$ cat src/rtl/mem_access_unit_if.sv
// Request/response and data-bus signal bundle for mem_access_unit.
// The master modport is the unit; slave is the EX/WB stages plus the memory bus.
interface mem_access_unit_if #(
  parameter int unsigned ADDR_W = 32
) ();
  logic              in_valid;
  logic              in_ready;
  logic [3:0]        op;
  logic [ADDR_W-1:0] vaddr;
  logic [31:0]       wdata;
  logic [31:0]       rt_old;

  logic              out_valid;
  logic              out_ready;
  logic [31:0]       rdata;
  logic              exc_adel;
  logic              exc_ades;
  logic              bus_err;
  logic [ADDR_W-1:0] bad_vaddr;

  logic              data_req;
  logic              data_wr;
  logic [1:0]        data_size;
  logic [ADDR_W-1:0] data_addr;
  logic [3:0]        data_wstrb;
  logic [31:0]       data_wdata;
  logic              data_addr_ok;
  logic              data_data_ok;
  logic [31:0]       data_rdata;

  modport master (
    input  in_valid, op, vaddr, wdata, rt_old, out_ready,
    input  data_addr_ok, data_data_ok, data_rdata,
    output in_ready, out_valid, rdata, exc_adel, exc_ades, bus_err, bad_vaddr,
    output data_req, data_wr, data_size, data_addr, data_wstrb, data_wdata
  );

  modport slave (
    output in_valid, op, vaddr, wdata, rt_old, out_ready,
    output data_addr_ok, data_data_ok, data_rdata,
    input  in_ready, out_valid, rdata, exc_adel, exc_ades, bus_err, bad_vaddr,
    input  data_req, data_wr, data_size, data_addr, data_wstrb, data_wdata
  );
endinterface

$ cat src/rtl/mem_access_unit.sv
// MIPS-style load/store unit: alignment check, byte-lane steering, one bus transaction
// per request with a WAIT timeout, and load result formatting including LWL/LWR merge.
module mem_access_unit #(
  parameter int unsigned ADDR_W      = 32,
  parameter int unsigned TIMEOUT_CYC = 255
) (
  input logic              clk,
  input logic              resetn,
  mem_access_unit_if.master bus
);

  localparam int unsigned CntW = $clog2(TIMEOUT_CYC + 1);
  localparam logic [CntW-1:0] CntLast = CntW'(TIMEOUT_CYC - 1);

  localparam logic [3:0] OpLw  = 4'd0;
  localparam logic [3:0] OpLb  = 4'd1;
  localparam logic [3:0] OpLbu = 4'd2;
  localparam logic [3:0] OpLh  = 4'd3;
  localparam logic [3:0] OpLhu = 4'd4;
  localparam logic [3:0] OpLwl = 4'd5;
  localparam logic [3:0] OpLwr = 4'd6;
  localparam logic [3:0] OpSw  = 4'd8;
  localparam logic [3:0] OpSb  = 4'd9;
  localparam logic [3:0] OpSh  = 4'd10;
  localparam logic [3:0] OpSwl = 4'd11;
  localparam logic [3:0] OpSwr = 4'd12;

  typedef enum logic [1:0] {StIdle, StReq, StWait, StResp} state_e;

  function automatic logic op_legal(input logic [3:0] op);
    return (op <= OpLwr) || ((op >= OpSw) && (op <= OpSwr));
  endfunction

  function automatic logic op_store(input logic [3:0] op);
    return (op >= OpSw) && (op <= OpSwr);
  endfunction

  function automatic logic misaligned(input logic [3:0] op, input logic [1:0] a);
    case (op)
      OpLh, OpLhu, OpSh: return a[0];
      OpLw, OpSw:        return a != 2'd0;
      default:           return 1'b0;
    endcase
  endfunction

  state_e            state_q, state_d;
  logic [3:0]        op_q, op_d;
  logic [ADDR_W-1:0] vaddr_q, vaddr_d, bad_vaddr_q, bad_vaddr_d;
  logic [31:0]       wdata_q, wdata_d, rt_old_q, rt_old_d, rdata_q, rdata_d;
  logic              adel_q, adel_d, ades_q, ades_d, berr_q, berr_d;
  logic [CntW-1:0]   cnt_q, cnt_d;
  logic [31:0]       load_data;
  logic [1:0]        a;

  assign a = vaddr_q[1:0];

  // Load result formatting from the raw bus word; r is the old rt for partial-word merges.
  always_comb begin
    logic [31:0] m, r, m_sh;
    logic [15:0] half;
    m         = bus.data_rdata;
    r         = rt_old_q;
    m_sh      = m >> {a, 3'b000};
    half      = a[1] ? m[31:16] : m[15:0];
    load_data = 32'd0;
    case (op_q)
      OpLb:  load_data = {{24{m_sh[7]}}, m_sh[7:0]};
      OpLbu: load_data = {24'd0, m_sh[7:0]};
      OpLh:  load_data = {{16{half[15]}}, half};
      OpLhu: load_data = {16'd0, half};
      OpLw:  load_data = m;
      OpLwl: begin
        unique case (a)
          2'd0: load_data = {m[7:0], r[23:0]};
          2'd1: load_data = {m[15:0], r[15:0]};
          2'd2: load_data = {m[23:0], r[7:0]};
          2'd3: load_data = m;
        endcase
      end
      OpLwr: begin
        unique case (a)
          2'd0: load_data = m;
          2'd1: load_data = {r[31:24], m[31:8]};
          2'd2: load_data = {r[31:16], m[31:16]};
          2'd3: load_data = {r[31:8], m[31:24]};
        endcase
      end
      default: load_data = 32'd0;
    endcase
  end

  always_comb begin
    state_d     = state_q;
    op_d        = op_q;
    vaddr_d     = vaddr_q;
    wdata_d     = wdata_q;
    rt_old_d    = rt_old_q;
    rdata_d     = rdata_q;
    adel_d      = adel_q;
    ades_d      = ades_q;
    berr_d      = berr_q;
    bad_vaddr_d = bad_vaddr_q;
    cnt_d       = cnt_q;
    unique case (state_q)
      StIdle: begin
        if (bus.in_valid) begin
          op_d        = bus.op;
          vaddr_d     = bus.vaddr;
          wdata_d     = bus.wdata;
          rt_old_d    = bus.rt_old;
          rdata_d     = 32'd0;
          adel_d      = 1'b0;
          ades_d      = 1'b0;
          berr_d      = 1'b0;
          bad_vaddr_d = '0;
          if (!op_legal(bus.op)) begin
            state_d = StResp;
          end else if (misaligned(bus.op, bus.vaddr[1:0])) begin
            adel_d      = !op_store(bus.op);
            ades_d      = op_store(bus.op);
            bad_vaddr_d = bus.vaddr;
            state_d     = StResp;
          end else begin
            state_d = StReq;
          end
        end
      end
      StReq: begin
        if (bus.data_addr_ok) begin
          state_d = StWait;
          cnt_d   = '0;
        end
      end
      StWait: begin
        if (bus.data_data_ok) begin
          state_d = StResp;
          rdata_d = op_store(op_q) ? 32'd0 : load_data;
        end else if (cnt_q == CntLast) begin
          state_d = StResp;
          berr_d  = 1'b1;
          rdata_d = 32'd0;
        end else begin
          cnt_d = cnt_q + CntW'(1);
        end
      end
      StResp: begin
        if (bus.out_ready) state_d = StIdle;
      end
      default: state_d = StIdle;
    endcase
  end

  always_ff @(posedge clk or negedge resetn) begin
    if (!resetn) begin
      state_q     <= StIdle;
      op_q        <= 4'd0;
      vaddr_q     <= '0;
      wdata_q     <= 32'd0;
      rt_old_q    <= 32'd0;
      rdata_q     <= 32'd0;
      adel_q      <= 1'b0;
      ades_q      <= 1'b0;
      berr_q      <= 1'b0;
      bad_vaddr_q <= '0;
      cnt_q       <= '0;
    end else begin
      state_q     <= state_d;
      op_q        <= op_d;
      vaddr_q     <= vaddr_d;
      wdata_q     <= wdata_d;
      rt_old_q    <= rt_old_d;
      rdata_q     <= rdata_d;
      adel_q      <= adel_d;
      ades_q      <= ades_d;
      berr_q      <= berr_d;
      bad_vaddr_q <= bad_vaddr_d;
      cnt_q       <= cnt_d;
    end
  end

  // Bus lane steering, decoded from the captured request only.
  always_comb begin
    bus.data_size  = 2'd2;
    bus.data_addr  = {vaddr_q[ADDR_W-1:2], 2'b00};
    bus.data_wstrb = 4'b0000;
    bus.data_wdata = 32'd0;
    case (op_q)
      OpLb, OpLbu: begin
        bus.data_size = 2'd0;
        bus.data_addr = vaddr_q;
      end
      OpLh, OpLhu: begin
        bus.data_size = 2'd1;
        bus.data_addr = vaddr_q;
      end
      OpSb: begin
        bus.data_size  = 2'd0;
        bus.data_addr  = vaddr_q;
        bus.data_wstrb = 4'b0001 << a;
        bus.data_wdata = {4{wdata_q[7:0]}};
      end
      OpSh: begin
        bus.data_size  = 2'd1;
        bus.data_addr  = vaddr_q;
        bus.data_wstrb = a[1] ? 4'b1100 : 4'b0011;
        bus.data_wdata = {2{wdata_q[15:0]}};
      end
      OpSw: begin
        bus.data_wstrb = 4'b1111;
        bus.data_wdata = wdata_q;
      end
      OpSwl: begin
        bus.data_wstrb = 4'b1111 >> (2'd3 - a);
        bus.data_wdata = wdata_q >> {2'd3 - a, 3'b000};
      end
      OpSwr: begin
        bus.data_wstrb = 4'b1111 << a;
        bus.data_wdata = wdata_q << {a, 3'b000};
      end
      default: ;
    endcase
  end

  assign bus.in_ready  = (state_q == StIdle);
  assign bus.out_valid = (state_q == StResp);
  assign bus.data_req  = (state_q == StReq);
  assign bus.data_wr   = op_store(op_q);
  assign bus.rdata     = rdata_q;
  assign bus.exc_adel  = adel_q;
  assign bus.exc_ades  = ades_q;
  assign bus.bus_err   = berr_q;
  assign bus.bad_vaddr = bad_vaddr_q;

endmodule
$ cat src/flat_wrapper.sv
// flat-port wrapper written by rule: the top's interface ports become plain ports
module mem_access_unit_flat 
#(
  parameter int unsigned ADDR_W      = 32,
  parameter int unsigned TIMEOUT_CYC = 255
)
  (clk, resetn, bus_in_valid, bus_op, bus_vaddr, bus_wdata, bus_rt_old, bus_out_ready, bus_data_addr_ok, bus_data_data_ok, bus_data_rdata, bus_in_ready, bus_out_valid, bus_rdata, bus_exc_adel, bus_exc_ades, bus_bus_err, bus_bad_vaddr, bus_data_req, bus_data_wr, bus_data_size, bus_data_addr, bus_data_wstrb, bus_data_wdata);
  mem_access_unit_if #(.ADDR_W(ADDR_W)) bus_i ();
  input logic clk;
  input logic resetn;
  input wire logic [$bits(bus_i.in_valid)-1:0] bus_in_valid;
  input wire logic [$bits(bus_i.op)-1:0] bus_op;
  input wire logic [$bits(bus_i.vaddr)-1:0] bus_vaddr;
  input wire logic [$bits(bus_i.wdata)-1:0] bus_wdata;
  input wire logic [$bits(bus_i.rt_old)-1:0] bus_rt_old;
  input wire logic [$bits(bus_i.out_ready)-1:0] bus_out_ready;
  input wire logic [$bits(bus_i.data_addr_ok)-1:0] bus_data_addr_ok;
  input wire logic [$bits(bus_i.data_data_ok)-1:0] bus_data_data_ok;
  input wire logic [$bits(bus_i.data_rdata)-1:0] bus_data_rdata;
  output wire logic [$bits(bus_i.in_ready)-1:0] bus_in_ready;
  output wire logic [$bits(bus_i.out_valid)-1:0] bus_out_valid;
  output wire logic [$bits(bus_i.rdata)-1:0] bus_rdata;
  output wire logic [$bits(bus_i.exc_adel)-1:0] bus_exc_adel;
  output wire logic [$bits(bus_i.exc_ades)-1:0] bus_exc_ades;
  output wire logic [$bits(bus_i.bus_err)-1:0] bus_bus_err;
  output wire logic [$bits(bus_i.bad_vaddr)-1:0] bus_bad_vaddr;
  output wire logic [$bits(bus_i.data_req)-1:0] bus_data_req;
  output wire logic [$bits(bus_i.data_wr)-1:0] bus_data_wr;
  output wire logic [$bits(bus_i.data_size)-1:0] bus_data_size;
  output wire logic [$bits(bus_i.data_addr)-1:0] bus_data_addr;
  output wire logic [$bits(bus_i.data_wstrb)-1:0] bus_data_wstrb;
  output wire logic [$bits(bus_i.data_wdata)-1:0] bus_data_wdata;
  assign bus_i.in_valid = bus_in_valid;
  assign bus_i.op = bus_op;
  assign bus_i.vaddr = bus_vaddr;
  assign bus_i.wdata = bus_wdata;
  assign bus_i.rt_old = bus_rt_old;
  assign bus_i.out_ready = bus_out_ready;
  assign bus_i.data_addr_ok = bus_data_addr_ok;
  assign bus_i.data_data_ok = bus_data_data_ok;
  assign bus_i.data_rdata = bus_data_rdata;
  assign bus_in_ready = bus_i.in_ready;
  assign bus_out_valid = bus_i.out_valid;
  assign bus_rdata = bus_i.rdata;
  assign bus_exc_adel = bus_i.exc_adel;
  assign bus_exc_ades = bus_i.exc_ades;
  assign bus_bus_err = bus_i.bus_err;
  assign bus_bad_vaddr = bus_i.bad_vaddr;
  assign bus_data_req = bus_i.data_req;
  assign bus_data_wr = bus_i.data_wr;
  assign bus_data_size = bus_i.data_size;
  assign bus_data_addr = bus_i.data_addr;
  assign bus_data_wstrb = bus_i.data_wstrb;
  assign bus_data_wdata = bus_i.data_wdata;
  mem_access_unit #(.ADDR_W(ADDR_W), .TIMEOUT_CYC(TIMEOUT_CYC)) u_core (.clk(clk), .resetn(resetn), .bus(bus_i));
endmodule
$ cat config.mk
export PLATFORM = sky130hd
export DESIGN_NAME = mem_access_unit_flat
export DESIGN_NICKNAME = d
export VERILOG_FILES = /design/src/rtl/mem_access_unit_if.sv /design/src/rtl/mem_access_unit.sv /design/src/flat_wrapper.sv
export SDC_FILE = /design/constraint.sdc
export NUM_CORES = 1
export LEC_CHECK = 0
export ABC_CLOCK_PERIOD_IN_PS = 2600
export BUFFER_PORTS_ARGS = -buffer_cell sky130_fd_sc_hd__buf_2
export CORE_ASPECT_RATIO = 1.1
export CORE_MARGIN = 1
export CORE_UTILIZATION = 54
export CTS_CLUSTER_DIAMETER = 50
export DETAILED_ROUTE_END_ITERATION = 10
export PLACE_DENSITY_LB_ADDON = 0.08
export SLEW_MARGIN = 40
export SYNTH_ARGS = -nofsm -noshare
export SYNTH_HDL_FRONTEND = slang
export SYNTH_SLANG_ARGS = --single-unit
$ cat constraint.sdc
create_clock -name clk -period 2.6 [get_ports clk]
set_input_delay 0.52 -clock clk [delete_from_list [all_inputs] [get_ports clk]]
set_output_delay 0.52 -clock clk [all_outputs]
set_load 0.1 [all_outputs]
== Yosys cells after proc, flatten, opt, wreduce, memory -nomap -nowiden ==
Index checks and enable logic that the tools add are counted.
Operators by class
  order comparisons: 5
  equality and inequality tests: 29
  multiplexer cells: 40
  shift-type cells: 6
  reduce and logical (&&, ||, !) cells: 21
  add/subtract/negate cells: 2
Operator list (count)
  32-bit case mux with 4 select lines: 2
  32-bit case mux with 7 select lines: 1
  32-bit two-way mux: 6
  32-bit case mux with 5 select lines: 1
  32-bit case mux with 2 select lines: 1
  32-bit by 5-bit << shifter with 32-bit output: 1
  32-bit by 5-bit right shift with 32-bit output: 1
  32-bit by 5-bit right shift with 8-bit output: 1
  4-bit equality test, second input constant: 7
  8-bit two-way mux: 3
  4-bit case mux with 5 select lines: 1
  4-bit by 3-bit equality test with 1-bit output, second input constant: 4
  16-bit two-way mux: 1
  2-bit two-way mux: 8
  8-bit case mux with 2 select lines: 1
  4-bit by 2-bit equality test with 1-bit output, second input constant: 3
  4-bit AND reduction: 3
  1-bit two-way mux: 10
  2-bit != test, second input constant: 5
  3-bit OR reduction: 3
  8-bit by 1-bit adder with 8-bit output, second input constant: 1
  2-bit equality test, second input constant: 4
  8-bit equality test, second input constant: 1
  4-bit >= comparator, second input constant: 2
  24 further kinds: 32
Word-level totals
  output and inout bits: 141
  logic and storage cells: 114
  bits of input ports: 138
  register bits after elaboration: 177

== Longest topological paths before layout ==
  word-level depth: 10
  depth in mapped cells: 9
  mapped depth without buffers: 7

== Least setup slack after synthesis ==
No wires, ideal clock.
  path type: reg2out
  start point: reg u_core.op_q[0]
  end point: out bus_data_addr[0]
  data arrival time: 3691 ps
  stages on the path, launching flop included: 9
  required time: 2080 ps
  buffers on the path: 3
  path slack: -1611 ps
  cell sequence: dfrtp_1 > buf_4 > buf_2 > buf_2 > nand2_1 > a21oi_1 > nor2_1 > a21oi_1 > nor2_1
Between the ends
  cells in the longest elaborated chain, start to end: 3
  elaborated cells between the ends (all ways): 8
  those cells by class: 6 x eq/ne; 1 x mux; 1 x reduce/logical
Ends and longest elaborated chain
  start: declaration: RTL line mem_access_unit.sv:47  | logic [3:0] op_q, op_d;
  start signal: assignment: RTL line mem_access_unit.sv:168  | op_q <= op_d;
  4-bit by 1-bit equality test with 1-bit output (tied with other cells): RTL line mem_access_unit.sv:187  | case (op_q)
  6-bit OR reduction (no source line) *
  2-bit two-way mux *: RTL line mem_access_unit.sv:187
  end: declaration: RTL line flat_wrapper.sv:30  | output wire logic [$bits(bus_i.data_addr)-1:0] bus_data_addr;
Every way passes the cells marked *; elsewhere a longest branch is shown, timed or not.

== Final worst setup path ==
  start point: reg u_core.vaddr_q[0]
  end point: out bus_data_wdata[29]
Between the ends
  cells in the longest elaborated chain, start to end: 3
  elaborated cells between the ends (all ways): 4
  those cells by class: 1 x add/sub; 2 x shift; 1 x mux
Ends and longest elaborated chain
  start: declaration: RTL line mem_access_unit.sv:48  | logic [ADDR_W-1:0] vaddr_q, vaddr_d, bad_vaddr_q, bad_vaddr_d;
  start signal: assignment: RTL line mem_access_unit.sv:169  | vaddr_q <= vaddr_d;
  2-bit subtractor: RTL line mem_access_unit.sv:214  | bus.data_wdata = wdata_q >> {2'd3 - a, 3'b000};
  32-bit by 5-bit right shift with 32-bit output: RTL line mem_access_unit.sv:214
  32-bit case mux with 5 select lines *: RTL line mem_access_unit.sv:187
  end: declaration: RTL line flat_wrapper.sv:32  | output wire logic [$bits(bus_i.data_wdata)-1:0] bus_data_wdata;
Marked as above.

==> flow_summary.json <==
{
  "status": "finished, violations left",
  "failed_checks": "negative setup slack",
  "synth_flop_cell": "dfrtp_1",
  "synthTopCellsByCount": "nand2_1, dfrtp_1, o21ai_0, a21oi_1, mux2i_1",
  "synth_cells": 1203,
  "yosysSeqAreaShare_pct": 42.6,
  "die_area_sq_um": 19800,
  "fin_crit_sh_pct": 105,
  "fin_util_pct": 76.0,
  "syn_area_per_cell_sq_um": 8.64,
  "ctsRootBufferMaster": "clkbuf_16",
  "report.final.slew_viol_count": 0,
  "drive_above_1_share_pct": 35.8,
  "place_congestion": 0.939,
  "crit_type": "reg -> out",
  "cts.sink_count": 177,
  "fin_skew_ns": 0.0158,
  "fp.coreArea_sq_um": 18600,
  "clkLatencyLatePin_ns": 0.43,
  "fp.dieW_um": 134,
  "critical_path_arrival_ns": 2.22,
  "max_cap_violations": 0,
  "ant_nets": 0,
  "num_io_pins": 279,
  "overflow": 0,
  "synthTopCellsByArea": "dfrtp_1, nand2_1, mux2i_1, mux4_2, o21ai_0",
  "critPathLaunchType": "flip-flop",
  "vias": 10500,
  "fin_cells": 1745,
  "slowest_stage": "dfrtp_4",
  "cpPeakStageDelay_ns": 0.53,
  "syn-cell-area_sq_um": 10400,
  "cp_cell_sequence": "buf_4, buf_6, mux2_2, nand2_2, o21ai_2, a221o_1, buf_12",
  "grt_pass1_vias": 9952,
  "fmax_mhz": 365,
  "clk_pin_slew_ns": 0.08,
  "synth_cell_types": 68,
  "cts-buffers-inserted": 17,
  "grt_pass1_wl_um": 54100,
  "synth_nets": 1347,
  "htreeDepth": 4,
  "hold_path_class": "in -> async",
  "final-hold-violation-count": 0,
  "initial_core_util_pct": 55.8,
  "finalSetupViolations": 30,
  "synth_area_leader_cell": "dfrtp_1",
  "holdBufCountCts": 0,
  "ys_ff_latch": 177,
  "fillCellCount": 1351,
  "grt_max_degree": 108,
  "synth_top_area_share_pct": 42.6,
  "synth-warning-count": 0,
  "slew_headroom_pct": 42.3,
  "drt_iter0_markers": 1114,
  "first_pass_iters": 5,
  "synthArstFlopShare_pct": 100,
  "crit_required_ns": 2.08,
  "finalWorstSetupSlack_ns": -0.137,
  "synth_edf_count": 0,
  "fin_area_sq_um": 14100,
  "rsz0062_at_grt": "true",
  "cp-end-kind": "output port",
  "path_delay_family": "flip-flops",
  "crit_fanout": 8,
  "placed_cell_area_sq_um": 12700,
  "clock_path_buffers": 2,
  "dp.cells": 1665,
  "track_usage_pct": 35.5,
  "worst-slew-pin-transition_ns": 0.865,
  "syn2layout_area_growth_pct": 36.0,
  "wl_um": 36000,
  "fin_nets": 1629,
  "viasPerCell": 6.04,
  "die_h_um": 148,
  "wl_per_cell_um": 20.6,
  "path_buf_inv": 3,
  "cts_tree": "yes",
  "io_buffers": 278,
  "holdWs_ns": 0.0304,
  "num_rows": 52,
  "fin_crit_ns": 2.74,
  "antenna_found_initial": 3,
  "synth.most_common_cell": "nand2_1",
  "hpwl_um": 24500,
  "drc": 0
}
==> cell type report <==
class	count	area (sq um)	share of cell area, %
multi-input combinational	894	5730	40.5
antenna	4	10.0	0.0708
inverter	16	62.6	0.443
timing repair buffer	379	2980	21.1
clock inverter	14	178	1.26
sequential	177	4440	31.4
clock buffer	18	429	3.04
tap	243	304	2.15
==> per-stage QoR <==
step	worst slack [ns]	setup TNS, ns
final	-0.137	-2.12
after global routing	-0.181	-4.02
after CTS	-0.0917	-1.06
after detailed placement	0.224	0
after global placement	0.201	0
after floorplan	-0.553	-2.13
==> cell families after synthesis <==
logic type | after synthesis | share of synthesized area [%]
mux | 74 | 9.38
flops | 177 | 42.6
xor+xnor | 8 | 0.674
compound gates | 305 | 19.4
fa+ha+maj | 7 | 0.819
buf+inv | 133 | 7.08
simple gates | 499 | 20.1
==> worst paths after layout <==
| path | slack, ns | startpoint | cells past startpoint | end |
|---|---|---|---|---|
| worst max-delay path | -0.14 | u_core.vaddr_q[0] | 7 | bus_data_wdata[29] |
| worst min-delay path | 0.03 | resetn | 1 | u_core.bus.rdata[18] |
| worst max register to register | 0.22 | u_core.state_q[0] | 7 | u_core.bus.rdata[7] |
| worst min register to register | 0.47 | u_core.vaddr_q[28] | 2 | u_core.vaddr_q[28] |
| max in group asynchronous | 1.86 | resetn | 2 | u_core.bus.rdata[27] |
| min in group clk | 0.27 | bus_wdata[11] | 3 | u_core.wdata_q[11] |
==> repair_timing <==
| action | in CTS | in global routing |
|---|---|---|
| gates cloned | 3 | 2 |
| resized for setup | 39 | 71 |
| hold endpoints to repair | 0 | 0 |
| endpoints found under the setup margin | 35 | 38 |
| pin swaps | 16 | 28 |
| setup buffers | 27 | 13 |
==> routing by layer <==
layer | vias to the layer above | share of wire [%] | GRT usage [%]
li1 | 4765 | - | -
met3 | 115 | 11 | 7.96
met1 | 4996 | 39 | 48.5
met5 | - | 0 | 0
met4 | 0 | 3.8 | 13.4
met2 | 664 | 46 | 55.2
==> flip-flops by register name (all words and copies together) (netlist names) <==
signal,flops
u_core.bus.rdata,32
u_core.vaddr_q,32
u_core.rt_old_q,32
u_core.bus.bad_vaddr,32
u_core.bus.exc_adel,1
u_core.op_q,4
u_core.cnt_q,8
u_core.state_q,2
u_core.bus.exc_ades,1
u_core.bus.bus_err,1
u_core.wdata_q,32
==> cells in the final DEF, fill, tap and decap left out, types with 18 or more instances in the layout <==
cell	netlist	layout
buf_2	22	236
nor2_1	43	34
o21ai_1	17	20
dfrtp_1	177	173
a21oi_1	74	62
nand2_1	384	376
buf_12	1	48
buf_4	43	75
mux2i_1	49	43
o21ai_0	77	64
a22o_1	30	25
mux4_2	18	18
Power is left out: the tool's default activity adds up to more than one toggle a clock period on the data nets, which glitch-free logic cannot reach.
